`config.mk`:
```
export PLATFORM = sky130hd
export DESIGN_NAME = pipe_ctrl
export DESIGN_NICKNAME = d
export VERILOG_FILES = /design/src/rtl/pipe_ctrl_pkg.sv /design/src/rtl/pipe_stall_watchdog.sv /design/src/rtl/pipe_ctrl.sv
export SDC_FILE = /design/constraint.sdc
export NUM_CORES = 1
export LEC_CHECK = 0
export ABC_AREA = 0
export CAP_MARGIN = 20
export CORE_AREA = 2 2 65 128
export CTS_BUF_LIST = sky130_fd_sc_hd__clkbuf_16
export CTS_CLUSTER_SIZE = 10
export DETAILED_ROUTE_END_ITERATION = 12
export DIE_AREA = 0 0 67 130
export PLACE_DENSITY = 0.84
export SLEW_MARGIN = 20
export SYNTH_ARGS = -nofsm -noshare
export SYNTH_HDL_FRONTEND = slang
export SYNTH_SLANG_ARGS = --single-unit
```
`constraint.sdc`:
```
create_clock -name clk -period 2 [get_ports clk]
set_clock_uncertainty 0.2 [all_clocks]
set_input_delay 0.4 -clock clk [delete_from_list [all_inputs] [get_ports clk]]
set_output_delay 0.4 -clock clk [all_outputs]
set_load 0.005 [all_outputs]
```
`src/rtl/pipe_ctrl_pkg.sv`:
```
// ============================================================================
//  Module      : pipe_ctrl_pkg
//  Description : Shared stage indices, widths, FSM states and the stall
//                resolution helper for the pipeline stall/flush sequencer.
//  Revision    : 1.0 - initial release
// ============================================================================
`default_nettype none

package pipe_ctrl_pkg;

  // Pipeline register indexing: pc, if_id, id_ex, ex_mem, mem_wb
  localparam int STAGE_N   = 5;
  localparam int REQ_N     = 4;
  localparam int IF_ID_IDX = 1;
  localparam int ID_EX_IDX = 2;

  // Commit-time events bubble every register after pc
  localparam logic [STAGE_N-1:0] COMMIT_FLUSH = 5'b11110;

  typedef enum logic [0:0] {
    ST_IDLE  = 1'b0,
    ST_REDIR = 1'b1
  } redir_state_e;

  typedef struct packed {
    logic [STAGE_N-1:0] stall;
    logic [STAGE_N-1:0] flush;
  } hold_t;

  // Highest requesting stage s holds registers [s:0] and bubbles s+1
  function automatic hold_t resolve_stall(input logic [REQ_N-1:0] req);
    hold_t r;
    r = '0;
    casez (req)
      4'b1???: begin r.stall = 5'b01111; r.flush = 5'b10000; end
      4'b01??: begin r.stall = 5'b00111; r.flush = 5'b01000; end
      4'b001?: begin r.stall = 5'b00011; r.flush = 5'b00100; end
      4'b0001: begin r.stall = 5'b00001; r.flush = 5'b00010; end
      default: r = '0;
    endcase
    return r;
  endfunction

endpackage

`default_nettype wire

```
`src/rtl/pipe_stall_watchdog.sv`:
```
// ============================================================================
//  Module      : pipe_stall_watchdog
//  Description : Counts consecutive stalled cycles (saturating) and raises a
//                sticky timeout flag when the count reaches STALL_TIMEOUT.
//  Revision    : 1.0 - initial release
// ============================================================================
`default_nettype none

module pipe_stall_watchdog #(
  parameter int STALL_TIMEOUT = 1023
) (
  input  logic clk,
  input  logic rst,
  input  logic stall_any,
  output logic timeout
);

  localparam int CNT_W = $clog2(STALL_TIMEOUT + 1);
  localparam logic [CNT_W-1:0] CNT_MAX = CNT_W'(STALL_TIMEOUT);

  logic [CNT_W-1:0] cnt;
  logic [CNT_W-1:0] cnt_next;

  // Next count: clear on any unstalled cycle, otherwise step up to the ceiling
  always_comb begin
    cnt_next = '0;
    if (stall_any) begin
      cnt_next = (cnt == CNT_MAX) ? cnt : cnt + CNT_W'(1);
    end
  end

  // Counter and sticky flag; only reset clears the flag
  always_ff @(posedge clk or posedge rst) begin
    if (rst) begin
      cnt     <= '0;
      timeout <= 1'b0;
    end else begin
      cnt <= cnt_next;
      if (stall_any && (cnt_next == CNT_MAX)) begin
        timeout <= 1'b1;
      end
    end
  end

endmodule

`default_nettype wire

```
`src/rtl/pipe_ctrl.sv`:
```
// ============================================================================
//  Module      : pipe_ctrl
//  Description : Stall/flush sequencer for the 5-stage pipeline. Resolves
//                stage stall requests, EX branch redirects and commit-time
//                exception/ertn into per-register stall/flush vectors and a
//                registered PC-redirect handshake toward IF. Includes a stall
//                watchdog. Optional PIPE_CTRL_PERF_EN adds perf counters.
//  Revision    : 1.0 - initial release
// ============================================================================
`default_nettype none

module pipe_ctrl
  import pipe_ctrl_pkg::*;
#(
  parameter int STALL_TIMEOUT = 1023,
  parameter int ADDR_W        = 32
) (
  input  logic              clk,
  input  logic              rst,
  input  logic [3:0]        stallreq_i,
  input  logic              branch_flush_i,
  input  logic [ADDR_W-1:0] branch_target_i,
  input  logic              excp_i,
  input  logic [ADDR_W-1:0] excp_entry_i,
  input  logic              ertn_i,
  input  logic [ADDR_W-1:0] era_i,
  input  logic              redirect_ready_i,
  output logic [4:0]        stall_o,
  output logic [4:0]        flush_o,
  output logic              excp_flush_o,
  output logic              ertn_flush_o,
  output logic              redirect_valid_o,
  output logic [ADDR_W-1:0] redirect_pc_o,
  output logic              stall_timeout_o
`ifdef PIPE_CTRL_PERF_EN
  ,
  output logic [31:0]       perf_stall_cnt_o,
  output logic [31:0]       perf_flush_cnt_o
`endif
);

  redir_state_e      state;
  redir_state_e      state_next;
  hold_t             hold;
  logic              excp_take;
  logic              ertn_take;
  logic              br_take;
  logic              pc_load;
  logic [ADDR_W-1:0] pc_next;

  // Raw stall resolution from the request vector
  always_comb hold = resolve_stall(stallreq_i);

  // Event arbitration, stall/flush vectors and redirect FSM next state
  always_comb begin
    state_next   = state;
    stall_o      = '0;
    flush_o      = '0;
    excp_flush_o = 1'b0;
    ertn_flush_o = 1'b0;
    excp_take    = 1'b0;
    ertn_take    = 1'b0;
    br_take      = 1'b0;
    pc_load      = 1'b0;
    pc_next      = redirect_pc_o;
    if (!rst) begin
      excp_take = excp_i;
      ertn_take = ertn_i & ~excp_i;
      // A branch needs EX to advance, and a pending redirect already owns IF
      br_take   = branch_flush_i & ~excp_i & ~ertn_i
                & ~hold.stall[ID_EX_IDX] & (state == ST_IDLE);

      if (excp_take || ertn_take) begin
        flush_o = COMMIT_FLUSH;
      end else begin
        stall_o = hold.stall;
        flush_o = hold.flush;
        if (br_take) begin
          flush_o[ID_EX_IDX:IF_ID_IDX] = 2'b11;
        end
        // Whatever IF fetches while the redirect is pending is wrong-path
        if (state == ST_REDIR) begin
          flush_o[IF_ID_IDX] = 1'b1;
        end
      end

      excp_flush_o = excp_take;
      ertn_flush_o = ertn_take;
      pc_load      = excp_take | ertn_take | br_take;

      if (excp_take) begin
        pc_next = excp_entry_i;
      end else if (ertn_take) begin
        pc_next = era_i;
      end else if (br_take) begin
        pc_next = branch_target_i;
      end

      if (pc_load) begin
        state_next = ST_REDIR;
      end else if ((state == ST_REDIR) && redirect_ready_i) begin
        state_next = ST_IDLE;
      end
    end
  end

  // Redirect FSM state register
  always_ff @(posedge clk or posedge rst) begin
    if (rst) begin
      state <= ST_IDLE;
    end else begin
      state <= state_next;
    end
  end

  // Redirect target register, loaded only when an event is accepted
  always_ff @(posedge clk or posedge rst) begin
    if (rst) begin
      redirect_pc_o <= '0;
    end else if (pc_load) begin
      redirect_pc_o <= pc_next;
    end
  end

  assign redirect_valid_o = (state == ST_REDIR);

  pipe_stall_watchdog #(
    .STALL_TIMEOUT (STALL_TIMEOUT)
  ) u_watchdog (
    .clk       (clk),
    .rst       (rst),
    .stall_any (|stall_o),
    .timeout   (stall_timeout_o)
  );

`ifdef PIPE_CTRL_PERF_EN
  // Free-running wrapping counters of stalled cycles and accepted redirects
  always_ff @(posedge clk or posedge rst) begin
    if (rst) begin
      perf_stall_cnt_o <= '0;
      perf_flush_cnt_o <= '0;
    end else begin
      if (|stall_o) begin
        perf_stall_cnt_o <= perf_stall_cnt_o + 32'd1;
      end
      if (pc_load) begin
        perf_flush_cnt_o <= perf_flush_cnt_o + 32'd1;
      end
    end
  end
`endif

endmodule

`default_nettype wire

```
==> After elaboration in Yosys (flattened, before gate mapping) <==
Cells that the tools add are included.
{ "word_totals": {"register_bits": 44, "latch_bits": 0, "ram_bits": 0, "mem_bits_ro": 0, "output_inout_bits": 46, "n_memories": 0} }
{ "classes": {"add_sub_neg": 1, "n_mul": 0, "div_mod_pow": 0, "order_cmp": 0, "n_eq_ne": 5, "shift": 0, "n_mux": 17, "bitwise": 12, "reduce_logical": 8} }
{ "ops": {"columns": ["op", "n"], "rows": [
  ["32-bit 2-to-1 mux", 3],
  ["9-bit case mux with 4 select lines", 1],
  ["10-bit equality test (second input constant)", 2],
  ["10-bit 2-to-1 mux", 2],
  ["10-bit by 1-bit adder with 10-bit output (second input constant)", 1],
  ["5-bit 2-to-1 mux", 2],
  ["4-bit 2-to-1 mux", 2],
  ["1-bit 2-to-1 mux", 6],
  ["1-bit bitwise AND", 5],
  ["1-bit NOT", 5],
  ["5-bit OR reduction", 1],
  ["4-bit by 1-bit equality test with 1-bit output (second input constant)", 1],
  ["3-bit by 1-bit equality test with 1-bit output (second input constant)", 1],
  ["3-bit AND reduction", 1],
  ["3-bit nonzero test", 1],
  ["2-bit by 1-bit equality test with 1-bit output (second input constant)", 1],
  ["1-bit logical AND", 2],
  ["2-bit 2-to-1 mux", 1],
  ["1-bit OR", 2],
  ["2-bit AND reduction", 1],
  ["2-bit nonzero test", 1],
  ["1-bit logical OR", 1]
]} }

==> Depth between registers and ports, before layout <==
{ "logic_depth": {"word_depth": 9, "depth_mapped": 7, "ltp_nobuf": 6} }

==> Cells and area by module <==
From an unflattened synthesis, not the netlist that was laid out.
{ "hier_totals": {"cells_unflattened": 279, "area_unflattened_um2": 2738.9} }
{ "by_module_without_submodules": {"columns": ["mod", "n_inst", "cells_per_inst", "area_per_inst_um2", "seq_area_each_um2"], "rows": [
  ["pipe_ctrl", 1, 206, 2037.0, 825.8],
  ["pipe_stall_watchdog", 1, 73, 701.9, 275.3]
]} }

==> Least setup slack after synthesis <==
Ideal clock, no wire load.
{ "synth_timing": {"path_kind": "input port to output port", "from": "input excp_i", "to": "output flush_o[3]", "t_arrival_ns": 1.423, "required_ns": 1.400, "slack_ns": -0.023, "path_stages": 5, "path_cell_list": "clkbuf_1 > clkbuf_1 > buf_1 > nor2_1 > a21oi_1"} }
{ "synth_via": {"elab_chain_len": 5} }
{ "synth_lines": {"columns": ["element", "line", "source"], "rows": [
  ["from (decl)", "pipe_ctrl.sv:23", "input logic excp_i,"],
  ["1-bit NOT", "pipe_ctrl.sv:68", "ertn_take = ertn_i & ~excp_i;"],
  ["1-bit bitwise AND", "pipe_ctrl.sv:68", null],
  ["1-bit logical OR (*)", "pipe_ctrl.sv:73", "if (excp_take || ertn_take) begin"],
  ["5-bit 2-to-1 mux (*)", "pipe_ctrl.sv:73", null],
  ["5-bit 2-to-1 mux (*)", "pipe_ctrl.sv:66", "if (!rst) begin"],
  ["to (decl)", "pipe_ctrl.sv:29", "output logic [4:0] flush_o,"]
]} }
Mark *: on every way between the ends. The rest lies on a longest branch, timed or not.

==> Final worst setup path <==
{ "layout_timing": {"from": "input stallreq_i[2]", "to": "output flush_o[2]"} }
{ "layout_via": {"elab_chain_len": 8} }
{ "layout_lines": {"columns": ["element", "line", "source"], "rows": [
  ["from (decl)", "pipe_ctrl.sv:20", "input logic [3:0] stallreq_i,"],
  ["4-bit by 1-bit equality test with 1-bit output (tied with other cells)", "pipe_ctrl_pkg.sv:34", "casez (req)"],
  ["9-bit case mux with 4 select lines (*)", "pipe_ctrl_pkg.sv:34", null],
  ["1-bit NOT", "pipe_ctrl.sv:71", "& ~hold.stall[ID_EX_IDX] & (state == ST_IDLE);"],
  ["1-bit bitwise AND (2 in a row)", "pipe_ctrl.sv:71", null],
  ["2-bit 2-to-1 mux (*)", "pipe_ctrl.sv:78", "if (br_take) begin"],
  ["5-bit 2-to-1 mux (*)", "pipe_ctrl.sv:73", null],
  ["5-bit 2-to-1 mux (*)", "pipe_ctrl.sv:66", null]
]} }
Marks and branches as above.

==> impl_metrics.env <==
export IMPL_clk_pin_slew_ps=60
export IMPL_cp_required_ps=1400
export IMPL_ios=152
export IMPL_design_area_mm2=0.00454
export IMPL_io_buffers=149
export IMPL_postPlaceCellArea_mm2=0.00434
export IMPL_gp_congestion=0.893
export IMPL_r2r_slack_ps=60
export IMPL_dr_pass1_iters=4
export IMPL_synth_distinct_cells=39
export IMPL_syn_mean_instance_area_um2=8.57
export IMPL_die_h_um=130
export IMPL_critical_path_top_delay_family="compound AO/OA/AOI/OAI gates"
export IMPL_p_leak_nw=1.99
export IMPL_grt_usage=0.190
export IMPL_cts_buffers=5
export IMPL_hp_start="redirect_pc_o[1]$_DFFE_PP0P_"
export IMPL_overflow=0
export IMPL_dieArea_mm2=0.00871
export IMPL_core_mm2=0.00783
export IMPL_fin_cells=567
export IMPL_ant_nets=0
export IMPL_worst_hold_path_endpoint="redirect_pc_o[1]$_DFFE_PP0P_"
export IMPL_htreeDepth=2
export IMPL_final_nets=577
export IMPL_clock_fmax_mhz=503
export IMPL_fin_crit_sh=0.995
export IMPL_cp_data_arrival_time_ps=1390
export IMPL_hold_class="reg2reg"
export IMPL_hpwlAfterDp_um=6360
export IMPL_synth_area_leaders="dfrtp_1, mux2i_1, a21oi_1, o21ai_0, nor2_1"
export IMPL_num_vias=2771
export IMPL_core_rowCount=46
export IMPL_hold_path_depth=2
export IMPL_vdd_drop_max_uv=459
export IMPL_report_final_hold_viol_count=0
export IMPL_path_cells="clkdlybuf4s15_2, buf_6, nor2_4, a311oi_2, a21oi_1, buf_2"
export IMPL_rsz0062_at_grt="true"
export IMPL_grt_start_max_net_pins=42
export IMPL_drc=0
export IMPL_cp_num_cells=6
export IMPL_setup_viol=0
export IMPL_fin_total_pwr_mw=2.55
export IMPL_synth_warnings=0
export IMPL_critical_path_slowest_cell="a311oi_2"
export IMPL_layout_drive_gt1_share=0.140
export IMPL_timing_rr_start="u_watchdog.cnt[7]$_DFF_PP0_"
export IMPL_critPathBufInv=3
export IMPL_initial_core_util=0.335
export IMPL_end_kind="output pin"
export IMPL_critical_path_max_stage_delay_ps=360
export IMPL_finalCoreUtilization=0.581
export IMPL_clockBufferDepth=2
export IMPL_power_density_mw_per_mm2=561
export IMPL_clk_latency_ps=280
export IMPL_drv_slew=0
export IMPL_r2r_end="u_watchdog.timeout$_DFFE_PP0P_"
export IMPL_synthDominantCellAreaShare=0.420
export IMPL_cp_max_fo=3
export IMPL_yosysTopAreaCell="dfrtp_1"
export IMPL_die_x_um=67
export IMPL_status="complete, no violations"
export IMPL_crit_type="in2out"
export IMPL_syn_inst=306
export IMPL_cts_tree="done"
export IMPL_r2r_cells=5
export IMPL_syn_area_mm2=0.00262
export IMPL_antenna_found_initial=0
export IMPL_cts_sinks=44
export IMPL_cts_root_buf="clkbuf_16"
export IMPL_drtIter0Drc=109
export IMPL_first_global_vias=2697
export IMPL_routedWlPerCell_um=14.3
export IMPL_diodes=0
export IMPL_ys_seq_area_frac=0.420
export IMPL_cap_violations=0
export IMPL_area_growth_syn_to_layout_pct=73.4
export IMPL_period_minus_slack_ps=1990
export IMPL_wirelength_um=8080
export IMPL_start_kind="input pin"
export IMPL_grt_pass1_wl_um=12700
export IMPL_vias_per_cell=4.89
export IMPL_ys_seq_elements=44
export IMPL_dp_cells=554
worst reg2reg max path, cell delays in order, from the launching register on:
cell and delay (ps):
dfrtp_1 440, and3_1 230, nand4_2 160, a311oi_2 350, nand3_1 130, o41ai_2 330
metal layers:
layer  wire (µm)  up-vias  global-route usage
met3         981       10              0.0733
met4         173        0              0.0660
li1            -     1387                   -
met1        3070     1228               0.214
met5           0        -                   0
met2        3860      146               0.322
stage by stage:
stage               TNS [ps]  setup slack [ps]  hold slack [ps]
CTS                        0             0.852              282
global route           -69.0             -69.0              302
detailed placement    -18020              -684              269
finish                     0              9.98              277
global placement      -14150              -648              260
floorplan                  0              22.0              256
synth_stat cells:
cell      instances
buf_4             3
nor2b_1           3
o21ai_2           1
nor2_1           43
nor4b_4           1
nand2_1          38
a211oi_1          2
nor4b_1           1
or3_1             1
buf_1             4
nor3_1            3
or2_1             1
nor3_4            1
buf_2            10
a41oi_1           2
xor2_1            1
and2_1            6
a31oi_1           1
a21oi_1          36
and3_1            4
nand3_1           3
nand2b_1          2
and2_2            1
dfrtp_1          44
a311oi_1          1
ha_1              1
mux2i_1          35
mux2_2            1
inv_1             5
clkbuf_1          5
o21ai_1           3
o21ai_0          33
nand4_1           3
nand4_2           1
conb_1            1
a311oi_2          2
o41ai_2           1
nor3b_1           1
o21ba_2           1
cells by family after synthesis:
| logic type | count (synthesis) | synth area share |
|---|---|---|
| xor gates and xnor gates | 1 | 0.00334 |
| adders and majority gates | 1 | 0.00477 |
| other | 1 | 0.00143 |
| buffers and inverters | 27 | 0.0477 |
| DFF | 44 | 0.420 |
| muxes | 36 | 0.138 |
| and+or+nand+nor | 113 | 0.204 |
| AOI/OAI and AO/OA | 83 | 0.180 |
what timing repair did:
action / in CTS / in global routing
pin swaps: 8 / 6
setup buffers: 4 / 2
gates resized for setup: 39 / 8
hold buffers: 0 / 0
setup endpoints to repair: 44 / 4
cells in the final DEF (no fill, tap or decap), types with 4 or more instances in the layout:
master,n
a21oi_1,36
and2_1,5
and3_1,4
buf_2,4
buf_4,24
clkbuf_16,5
clkdlybuf4s50_1,132
dfrtp_1,42
dlygate4sd2_1,8
inv_1,4
mux2i_1,35
nand2_1,38
nor2_1,42
o21ai_0,33
layout make-up:
class / count / area [µm²]
clock inverter: 3 / 15.0
clock buffer: 5 / 125
multi-input combinational: 236 / 1450
inverter: 5 / 18.8
tap: 96 / 120
fill: 712 / 3280
timing repair buffer: 178 / 1720
sequential: 44 / 1100
where the power goes:
part	switching [mW]	total, mW	internal [mW]
clock network	0.328	0.781	0.454
registers	0.0458	1.03	0.982
logic	0.272	0.743	0.470
state kept, by name, indices dropped and copies added, names as in the netlist:
signal	flops
u_watchdog.cnt	10
redirect_pc_o	32
u_watchdog.timeout	1
redirect_valid_o	1
worst max path at each step:
stage | start | endpoint | slack [ps]
after floorplan | u_watchdog.cnt[0]$_DFF_PP0_ | u_watchdog.timeout$_DFFE_PP0P_ | 20
after global placement | stallreq_i[1] | stall_o[0] | -650
after detailed placement | stallreq_i[1] | stall_o[0] | -680
after CTS | stallreq_i[2] | stall_o[0] | 0.9
after global routing | rst | u_watchdog.timeout$_DFFE_PP0P_ | -70
final | stallreq_i[2] | flush_o[2] | 10
Note: power is estimated with default switching activity, not from simulation.
